## src/rtl/crono_countdown_if.sv

```systemverilog
// crono_countdown_if: control/status bundle between a timer front end and crono_countdown
// Ports: programReq/set_h/set_m/set_s load a time, start/stop/ack steer the countdown,
//   crono_activo/ring/hh/mm/ss/state report the live countdown back.
// programReq carries the "program" strobe; "program" itself is a reserved word.
interface crono_countdown_if;
  logic       programReq;
  logic [4:0] set_h;
  logic [5:0] set_m;
  logic [5:0] set_s;
  logic       start;
  logic       stop;
  logic       ack;
  logic       crono_activo;
  logic       ring;
  logic [4:0] hh;
  logic [5:0] mm;
  logic [5:0] ss;
  logic [2:0] state;
  modport master (
    output programReq, set_h, set_m, set_s, start, stop, ack,
    input  crono_activo, ring, hh, mm, ss, state
  );
  modport slave (
    input  programReq, set_h, set_m, set_s, start, stop, ack,
    output crono_activo, ring, hh, mm, ss, state
  );
endinterface

```

## src/rtl/crono_countdown.sv

```systemverilog
// crono_countdown: hh:mm:ss countdown chronometer with pause/resume and ring phase
// Ports: clk, reset (async, active-high), bus (crono_countdown_if.slave).
// Optional macro CRONO_RING_TIMEOUT_EN: RING leaves to IDLE by itself after RING_SECS ticks.
module crono_countdown #(
  parameter int TICK_DIV  = 100000000,
  parameter int HOUR_MAX  = 23,
  parameter int RING_SECS = 10
) (
  input logic             clk,
  input logic             reset,
  crono_countdown_if.slave bus
);
  localparam int PW = $clog2(TICK_DIV);
  localparam logic [PW-1:0] TICK_TOP = PW'(TICK_DIV - 1);
  typedef enum logic [2:0] {IDLE = 3'd0, RUN = 3'd1, PAUSE = 3'd2, RING = 3'd3} state_t;
  state_t stateQ, stateD;
  logic [PW-1:0] presc, prescD;
  logic [4:0] hh, hhD, loadH;
  logic [5:0] mm, mmD, ss, ssD, loadM, loadS;
  logic activo, ringQ, tick, lastSec;
`ifdef CRONO_RING_TIMEOUT_EN
  logic [7:0] ringCnt, ringCntD;
`endif
  assign tick = presc == TICK_TOP;
  assign lastSec = ~|{hh, mm} && ss == 6'd1;
  assign loadH = bus.set_h > 5'(HOUR_MAX) ? 5'(HOUR_MAX) : bus.set_h;
  assign loadM = bus.set_m > 6'd59 ? 6'd59 : bus.set_m;
  assign loadS = bus.set_s > 6'd59 ? 6'd59 : bus.set_s;
  always_comb begin
    stateD = stateQ;
    prescD = presc;
    hhD = hh;
    mmD = mm;
    ssD = ss;
`ifdef CRONO_RING_TIMEOUT_EN
    ringCntD = ringCnt;
`endif
    case (stateQ)
      IDLE:
        // a load in the same cycle as start wins; start is seen again next cycle
        if (bus.programReq) begin
          hhD = loadH;
          mmD = loadM;
          ssD = loadS;
        end else if (bus.start && |{hh, mm, ss}) begin
          stateD = RUN;
          prescD = '0;
        end
      RUN:
        if (bus.stop) stateD = PAUSE;
        else if (tick) begin
          prescD = '0;
          if (|ss) ssD = ss - 6'd1;
          else if (|mm) begin
            mmD = mm - 6'd1;
            ssD = 6'd59;
          end else begin
            hhD = hh - 5'd1;
            mmD = 6'd59;
            ssD = 6'd59;
          end
          if (lastSec) stateD = RING;
`ifdef CRONO_RING_TIMEOUT_EN
          ringCntD = '0;
`endif
        end else prescD = presc + 1'b1;
      PAUSE:
        if (bus.stop) begin
          stateD = IDLE;
          hhD = '0;
          mmD = '0;
          ssD = '0;
        end else if (bus.start) stateD = RUN;
      RING:
        if (bus.ack) stateD = IDLE;
`ifdef CRONO_RING_TIMEOUT_EN
        else if (tick) begin
          prescD = '0;
          ringCntD = ringCnt + 8'd1;
          if (ringCnt == 8'(RING_SECS - 1)) stateD = IDLE;
        end else prescD = presc + 1'b1;
`endif
      default: stateD = IDLE;
    endcase
  end
  always_ff @(posedge clk or posedge reset) begin
    if (reset) begin
      stateQ <= IDLE;
      presc <= '0;
      hh <= '0;
      mm <= '0;
      ss <= '0;
      activo <= 1'b0;
      ringQ <= 1'b0;
`ifdef CRONO_RING_TIMEOUT_EN
      ringCnt <= '0;
`endif
    end else begin
      stateQ <= stateD;
      presc <= prescD;
      hh <= hhD;
      mm <= mmD;
      ss <= ssD;
      activo <= stateD == RUN || stateD == PAUSE;
      ringQ <= stateD == RING;
`ifdef CRONO_RING_TIMEOUT_EN
      ringCnt <= ringCntD;
`endif
    end
  end
  assign bus.crono_activo = activo;
  assign bus.ring = ringQ;
  assign bus.hh = hh;
  assign bus.mm = mm;
  assign bus.ss = ss;
  assign bus.state = stateQ;
endmodule

```

## src/flat_wrapper.sv

```systemverilog
// flat-port wrapper written by rule: the top's interface ports become plain ports
module crono_countdown_flat 
#(
  parameter int TICK_DIV  = 100000000,
  parameter int HOUR_MAX  = 23,
  parameter int RING_SECS = 10
)
  (clk, reset, bus_programReq, bus_set_h, bus_set_m, bus_set_s, bus_start, bus_stop, bus_ack, bus_crono_activo, bus_ring, bus_hh, bus_mm, bus_ss, bus_state);
  crono_countdown_if bus_i ();
  input logic clk;
  input logic reset;
  input wire logic [$bits(bus_i.programReq)-1:0] bus_programReq;
  input wire logic [$bits(bus_i.set_h)-1:0] bus_set_h;
  input wire logic [$bits(bus_i.set_m)-1:0] bus_set_m;
  input wire logic [$bits(bus_i.set_s)-1:0] bus_set_s;
  input wire logic [$bits(bus_i.start)-1:0] bus_start;
  input wire logic [$bits(bus_i.stop)-1:0] bus_stop;
  input wire logic [$bits(bus_i.ack)-1:0] bus_ack;
  output wire logic [$bits(bus_i.crono_activo)-1:0] bus_crono_activo;
  output wire logic [$bits(bus_i.ring)-1:0] bus_ring;
  output wire logic [$bits(bus_i.hh)-1:0] bus_hh;
  output wire logic [$bits(bus_i.mm)-1:0] bus_mm;
  output wire logic [$bits(bus_i.ss)-1:0] bus_ss;
  output wire logic [$bits(bus_i.state)-1:0] bus_state;
  assign bus_i.programReq = bus_programReq;
  assign bus_i.set_h = bus_set_h;
  assign bus_i.set_m = bus_set_m;
  assign bus_i.set_s = bus_set_s;
  assign bus_i.start = bus_start;
  assign bus_i.stop = bus_stop;
  assign bus_i.ack = bus_ack;
  assign bus_crono_activo = bus_i.crono_activo;
  assign bus_ring = bus_i.ring;
  assign bus_hh = bus_i.hh;
  assign bus_mm = bus_i.mm;
  assign bus_ss = bus_i.ss;
  assign bus_state = bus_i.state;
  crono_countdown #(.TICK_DIV(TICK_DIV), .HOUR_MAX(HOUR_MAX), .RING_SECS(RING_SECS)) u_core (.clk(clk), .reset(reset), .bus(bus_i));
endmodule
```

## config.mk

```make
export PLATFORM = sky130hd
export DESIGN_NAME = crono_countdown_flat
export DESIGN_NICKNAME = d
export VERILOG_FILES = /design/src/rtl/crono_countdown_if.sv /design/src/rtl/crono_countdown.sv /design/src/flat_wrapper.sv
export SDC_FILE = /design/constraint.sdc
export NUM_CORES = 1
export LEC_CHECK = 0
export CORE_MARGIN = 5
export CORE_UTILIZATION = 59
export CTS_CLUSTER_DIAMETER = 80
export CTS_CLUSTER_SIZE = 10
export DETAILED_ROUTE_END_ITERATION = 10
export PLACE_DENSITY = 0.95
export SLEW_MARGIN = 5
export SYNTH_ARGS = -nofsm -noshare
export SYNTH_HDL_FRONTEND = slang
export SYNTH_SLANG_ARGS = --single-unit
```

## constraint.sdc

```tcl
create_clock -name clk -period 5.4 [get_ports clk]
set_input_delay 0.81 -clock clk [delete_from_list [all_inputs] [get_ports clk]]
set_output_delay 0.81 -clock clk [all_outputs]
set_load 0.01 [all_outputs]
```

**Yosys cells after proc, flatten, opt, wreduce, memory -nomap -nowiden**

Index checks and enable logic that the tools add are counted.

- Flip-flop bits (word level): 49
- Output and inout bits: 22
- Word-level logic and storage cells: 81
- Input bits: 23

- Add/subtract/negate cells: 4
- Reductions and logical operators: 15
- Equality and inequality tests: 16
- Order comparisons: 3
- Muxes and demuxes: 36

Operator list:

| cell | count |
|---|---|
| $mux W27 | 4 |
| $mux W6 | 12 |
| $pmux W27 S2 | 1 |
| $pmux W6 S3 | 2 |
| $mux W5 | 7 |
| $add A27 B1 Y27 const B | 1 |
| $eq A27 B27 Y1 const B | 1 |
| $mux W3 | 8 |
| $reduce_or A17 Y1 | 1 |
| $pmux W5 S3 | 1 |
| $eq A3 B2 Y1 const B | 4 |
| $gt A6 B6 Y1 const B | 2 |
| $ne A2 B2 Y1 const B | 6 |
| $pmux W3 S4 | 1 |
| $reduce_or A6 Y1 | 2 |
| $sub A6 B1 Y6 const B | 2 |
| $reduce_or A11 Y1 | 1 |
| $reduce_and A7 Y1 | 1 |
| $eq A3 B1 Y1 const B | 2 |
| $eq A6 B1 Y1 const B | 1 |
| $reduce_and A6 Y1 | 1 |
| $gt A5 B5 Y1 const B | 1 |
| $reduce_and A5 Y1 | 1 |
| $sub A5 B1 Y5 const B | 1 |
| 8 further kinds | 10 |

**Depth between registers and ports, before layout**

- Word-level depth: 9
- Depth in mapped cells: 9
- Mapped depth without buffers: 7

**Worst setup path after synthesis**

No wires, ideal clock.

- Kind: input port to flip-flop
- From: input port bus_programReq
- To: register u_core.presc[9]
- Arrival: 2.305 ns
- Path buffers: 1
- Setup time: 0.077 ns
- Setup slack: 3.017 ns
- Stages: 6
- Data required time: 5.323 ns
- Cell sequence: or3b_1 > a21oi_1 > o21ai_2 > buf_4 > or4_1 > a21oi_1

- Longest elaborated chain between the ends: 2

RTL lines:

| item | line | RTL |
|---|---|---|
| start: declaration | flat_wrapper.sv:12 | `input wire logic [$bits(bus_i.programReq)-1:0] bus_programReq;` |
| $ne A2 B2 Y1 (no source line) | -- |  |
| $reduce_and A4 Y1 (no source line) | -- |  |
| end signal: assignment | crono_countdown.sv:100 | `presc <= prescD;` |
| end: declaration | crono_countdown.sv:17 | `logic [PW-1:0] presc, prescD;` |

Every way passes these cells.
A chain may end at the register's enable or synchronous reset.

**Worst setup path in the final report**

- From: register u_core.ss[0], in the netlist u_core.bus.ss[0]
- To: register u_core.presc[21]

- Longest elaborated chain between the ends: 4

RTL lines:

| item | line | RTL |
|---|---|---|
| start: declaration | crono_countdown.sv:19 | `logic [5:0] mm, mmD, ss, ssD, loadM, loadS;` |
| start signal: assignment | crono_countdown.sv:103 | `ss <= ssD;` |
| $reduce_or A17 Y1 | crono_countdown.sv:45 | `end else if (bus.start && \|{hh, mm, ss}) begin` |
| $logic_and A1 B1 Y1 | crono_countdown.sv:45 |  |
| $ne A2 B1 Y1 (no source line) | -- |  |
| $reduce_and A4 Y1 (no source line) | -- |  |

Every way passes these cells.

==> summary.log <==
INFO  timing         rsz0062_at_grt=no
INFO  pwr            sequential_cell_fraction_of_total_power=0.443
INFO  floorplanning  pin_count=45
INFO  setup_path     cp_cell_sequence=inv_1 > ha_1 > nor3b_1 > nand3_2 > o21ai_2 > a21oi_4 > nor4_1
INFO  timing         max_slew.worst_pin.slew=1.10ns
INFO  job            max-cap-violations=0
INFO  clock_network  tritoncts=done
INFO  timing         max_freq=320MHz
INFO  clock_network  cts-buffers-inserted=5
INFO  detailed_routing detail_route.iter0.violations=239
INFO  clock_network  number_of_post_cts_setup_repair_buffers=0
INFO  detailed_routing drtPass1Iterations=4
INFO  grt            antenna_found_initial=0
INFO  detailed_routing totalWireLength=8.29mm
INFO  finish         commonest_cells_after_routing_fill_and_taps_aside=dfrtp_1 (49), a21oi_1 (46), clkdlybuf4s50_1 (44)
INFO  setup_path     endpoint_kind_of_the_worst_setup_timing_path=flop
INFO  synthesis      synth_area_per_cell=9.01um^2
INFO  setup_path     crit_path_start_kind=flop
INFO  clock_network  clock_latency_late_sink=0.31ns
INFO  floorplanning  fp.dieW=83.3um
INFO  detailed_routing wire_per_inst=18.2um
INFO  finish         final_layout_size_suffix_gt1_frac=0.0803
INFO  grt            grt-ovfl-total=0
INFO  timing         min_tclk_post_route=3.13ns
INFO  finish         antennaDiodeCount=0
INFO  grt            grtUsageTotal=0.238
INFO  finish         utilization=0.720
INFO  detailed_routing dr_total_vias=3035
INFO  timing         fin_setup_tns=0ns
INFO  finish         area_growth=17.4%
INFO  clock_network  cts.sink_count=49
INFO  synthesis      seq_area_frac_synth=0.387
INFO  synthesis      async_reset_ff_frac=1.00
INFO  timing         final-max-slew-violation-count=0
INFO  timing         fin_worst_skew=0.0119ns
INFO  setup_path     worstPathRequired=5.62ns
INFO  grt            grt_pass1_wl=13.7mm
INFO  timing         finalSetupViolCount=0
INFO  finish         final_nets=416
INFO  setup_path     reg2reg_slack=2.27ns
INFO  grt            largest_net_degree_at_the_start_of_global_routing=50
INFO  pwr            p_switching=0.000346W
INFO  timing         post-route-worst-setup-slack=2.27ns
INFO  setup_path     worst_path_max_delay_cell=o21ai_2
INFO  finish         stdcell_count=456
INFO  clock_network  postCtsHoldBufs=0
INFO  setup_path     worstPathBufferInverterCount=1
INFO  floorplanning  row_count=26
INFO  synthesis      synth_edf_count=0
INFO  pwr            clockPowerShare=0.262
INFO  pwr            leakagePower=1.42nW
INFO  floorplanning  die_h=83.3um
INFO  placed_design  final_weighted_congestion_in_routability_driven_placement=0.881
INFO  pwr            vdd.ir_drop.worst=0.202mV
INFO  pwr            swShare=0.325
INFO  floorplanning  die_area=6940um^2
INFO  clock_network  htreeDepth=2
INFO  pwr            power=0.00107W
INFO  placed_design  dp_worst_setup_slack=2.17ns
INFO  synthesis      yosys_register_bits=49
INFO  placed_design  hpwlAfterDp=5.82mm
INFO  timing         finalCritPeriodShare=0.579
INFO  setup_path     worstPathArrival=3.34ns
INFO  floorplanning  design.core.area=5170um^2
INFO  synthesis      synth.yosys.warnings=0
INFO  setup_path     critPathMaxFanout=32
INFO  clock_network  max-clock-path-buffers=2
INFO  timing         worst_slew_margin_rel=0.258
INFO  setup_path     crit_path_max_incr_delay=0.91ns
INFO  finish         n_fill_cell=379
INFO  synthesis      synthDistinctLibCells=65
INFO  placed_design  placement.io_buffers=44
INFO  detailed_routing post-route-drc-count=0
INFO  finish         most_frequent_standard_cell_in_the_layout_excluding_fill_and_tap_cells=dfrtp_1
INFO  pwr            power-per-cell-area=286nW/um^2
INFO  synthesis      mappedNetlistArea=3170um^2
INFO  clock_network  clk_root_buffer_cell=clkbuf_8
INFO  detailed_routing antenna_violating_nets_left=0
INFO  pwr            internal_power=0.000719W
INFO  placed_design  placedCellCount=448
INFO  setup_path     timing.setup.critical_path_class=reg2reg
INFO  floorplanning  initial_utilization=0.613
INFO  detailed_routing drt-vias-per-instance=6.66
INFO  grt            first_global_vias=2915
INFO  clock_network  cts.reportedPaths.clkPinSlew=0.10ns
INFO  synthesis      syn-num-nets=383
INFO  worst_hold_path holdCritPathClass=reg2reg
INFO  clock_network  cts.repair.resized=0
INFO  timing         report.final.hold_viol_count=0
INFO  pwr            power.share.combinational=0.295
INFO  setup_path     cpLargestDelayFamily=compound AO/OA/AOI/OAI gates
INFO  run_status     run_status=finished, final reports clean
INFO  synthesis      postSynth.topFlopCell=dfrtp_1
INFO  synthesis      synthCells=352
Yosys cell counts (7+ instances only):
cell type / number / area share
a21oi_1: 46 / 0.073
nor3b_1: 7 / 0.017
nor2_1: 13 / 0.015
ha_1: 8 / 0.032
inv_1: 17 / 0.020
or3_1: 14 / 0.028
nand2_1: 22 / 0.026
dfrtp_1: 49 / 0.39
mux2_2: 8 / 0.028
o22ai_1: 9 / 0.018
o31ai_1: 10 / 0.024
nand3_1: 7 / 0.011
o21ai_0: 12 / 0.019
or4_1: 10 / 0.024
nor3_1: 11 / 0.017
power groups by stage:
| stage | sequential [W] | clock, W | combinational [W] |
|---|---|---|---|
| after global routing | 0.000479 | 0.000296 | 0.000341 |
| after global placement | 0.000472 | 0 | 0.000293 |
| final | 0.000472 | 0.000279 | 0.000315 |
| after floorplan | 0.000477 | 0 | 0.000161 |
| after CTS | 0.000469 | 0.000280 | 0.000314 |
| after detailed placement | 0.000475 | 0 | 0.000310 |
logic make-up after synthesis:
kind of cell,after synthesis,synth area share
AO/OA/AOI/OAI,106,0.213
XOR/XNOR,8,0.0221
adder cells (fa/ha/maj),8,0.0316
buffers and inverters,35,0.0509
flip-flops,49,0.387
multiplexers,12,0.0410
other,1,0.00118
AND/OR/NAND/NOR,133,0.254
sequential cells by signal, indices dropped and copies added, names as in the netlist:
name,flops
u_core.bus.ring,1
u_core.bus.crono_activo,1
u_core.bus.mm,6
u_core.presc,27
u_core.bus.state,3
u_core.bus.ss,6
u_core.bus.hh,5
stage by stage:
stage	hold slack, ns	instance area [um^2]
floorplan	0.492	3170
detailed placement	0.527	3600
global route	0.580	3720
CTS	0.541	3720
global placement	0.521	3600
finish	0.546	3720
area by class of cell:
cell class                 count  area, um^2  area share
multi-input combinational    268        1780       0.479
sequential                    49        1230       0.329
timing repair buffer          44         440       0.118
tap                           70        87.6      0.0235
clock buffer                   6        82.6      0.0222
inverter                      17        63.8      0.0171
clock inverter                 2        37.5      0.0101
layer usage:
layer / GRT usage / vias to the layer above / wire [um]
li1: - / 1409 / -
met1: 0.287 / 1469 / 3390
met2: 0.409 / 132 / 4200
met3: 0.0495 / 25 / 464
met4: 0.104 / 0 / 232
met5: 0 / - / 0
path summary, 6_finish.rpt:
check	from	endpoint	cells after the start
min	u_core.presc[25]	u_core.presc[25]	1
min reg2reg	u_core.presc[25]	u_core.presc[25]	1
min in group asynchronous	reset	u_core.bus.ss[0]	2
max in group asynchronous	reset	u_core.presc[0]	2
max	u_core.bus.ss[0]	u_core.presc[21]	7
max reg2reg	u_core.bus.ss[0]	u_core.presc[21]	7
Note: power is estimated with default switching activity, not from simulation.
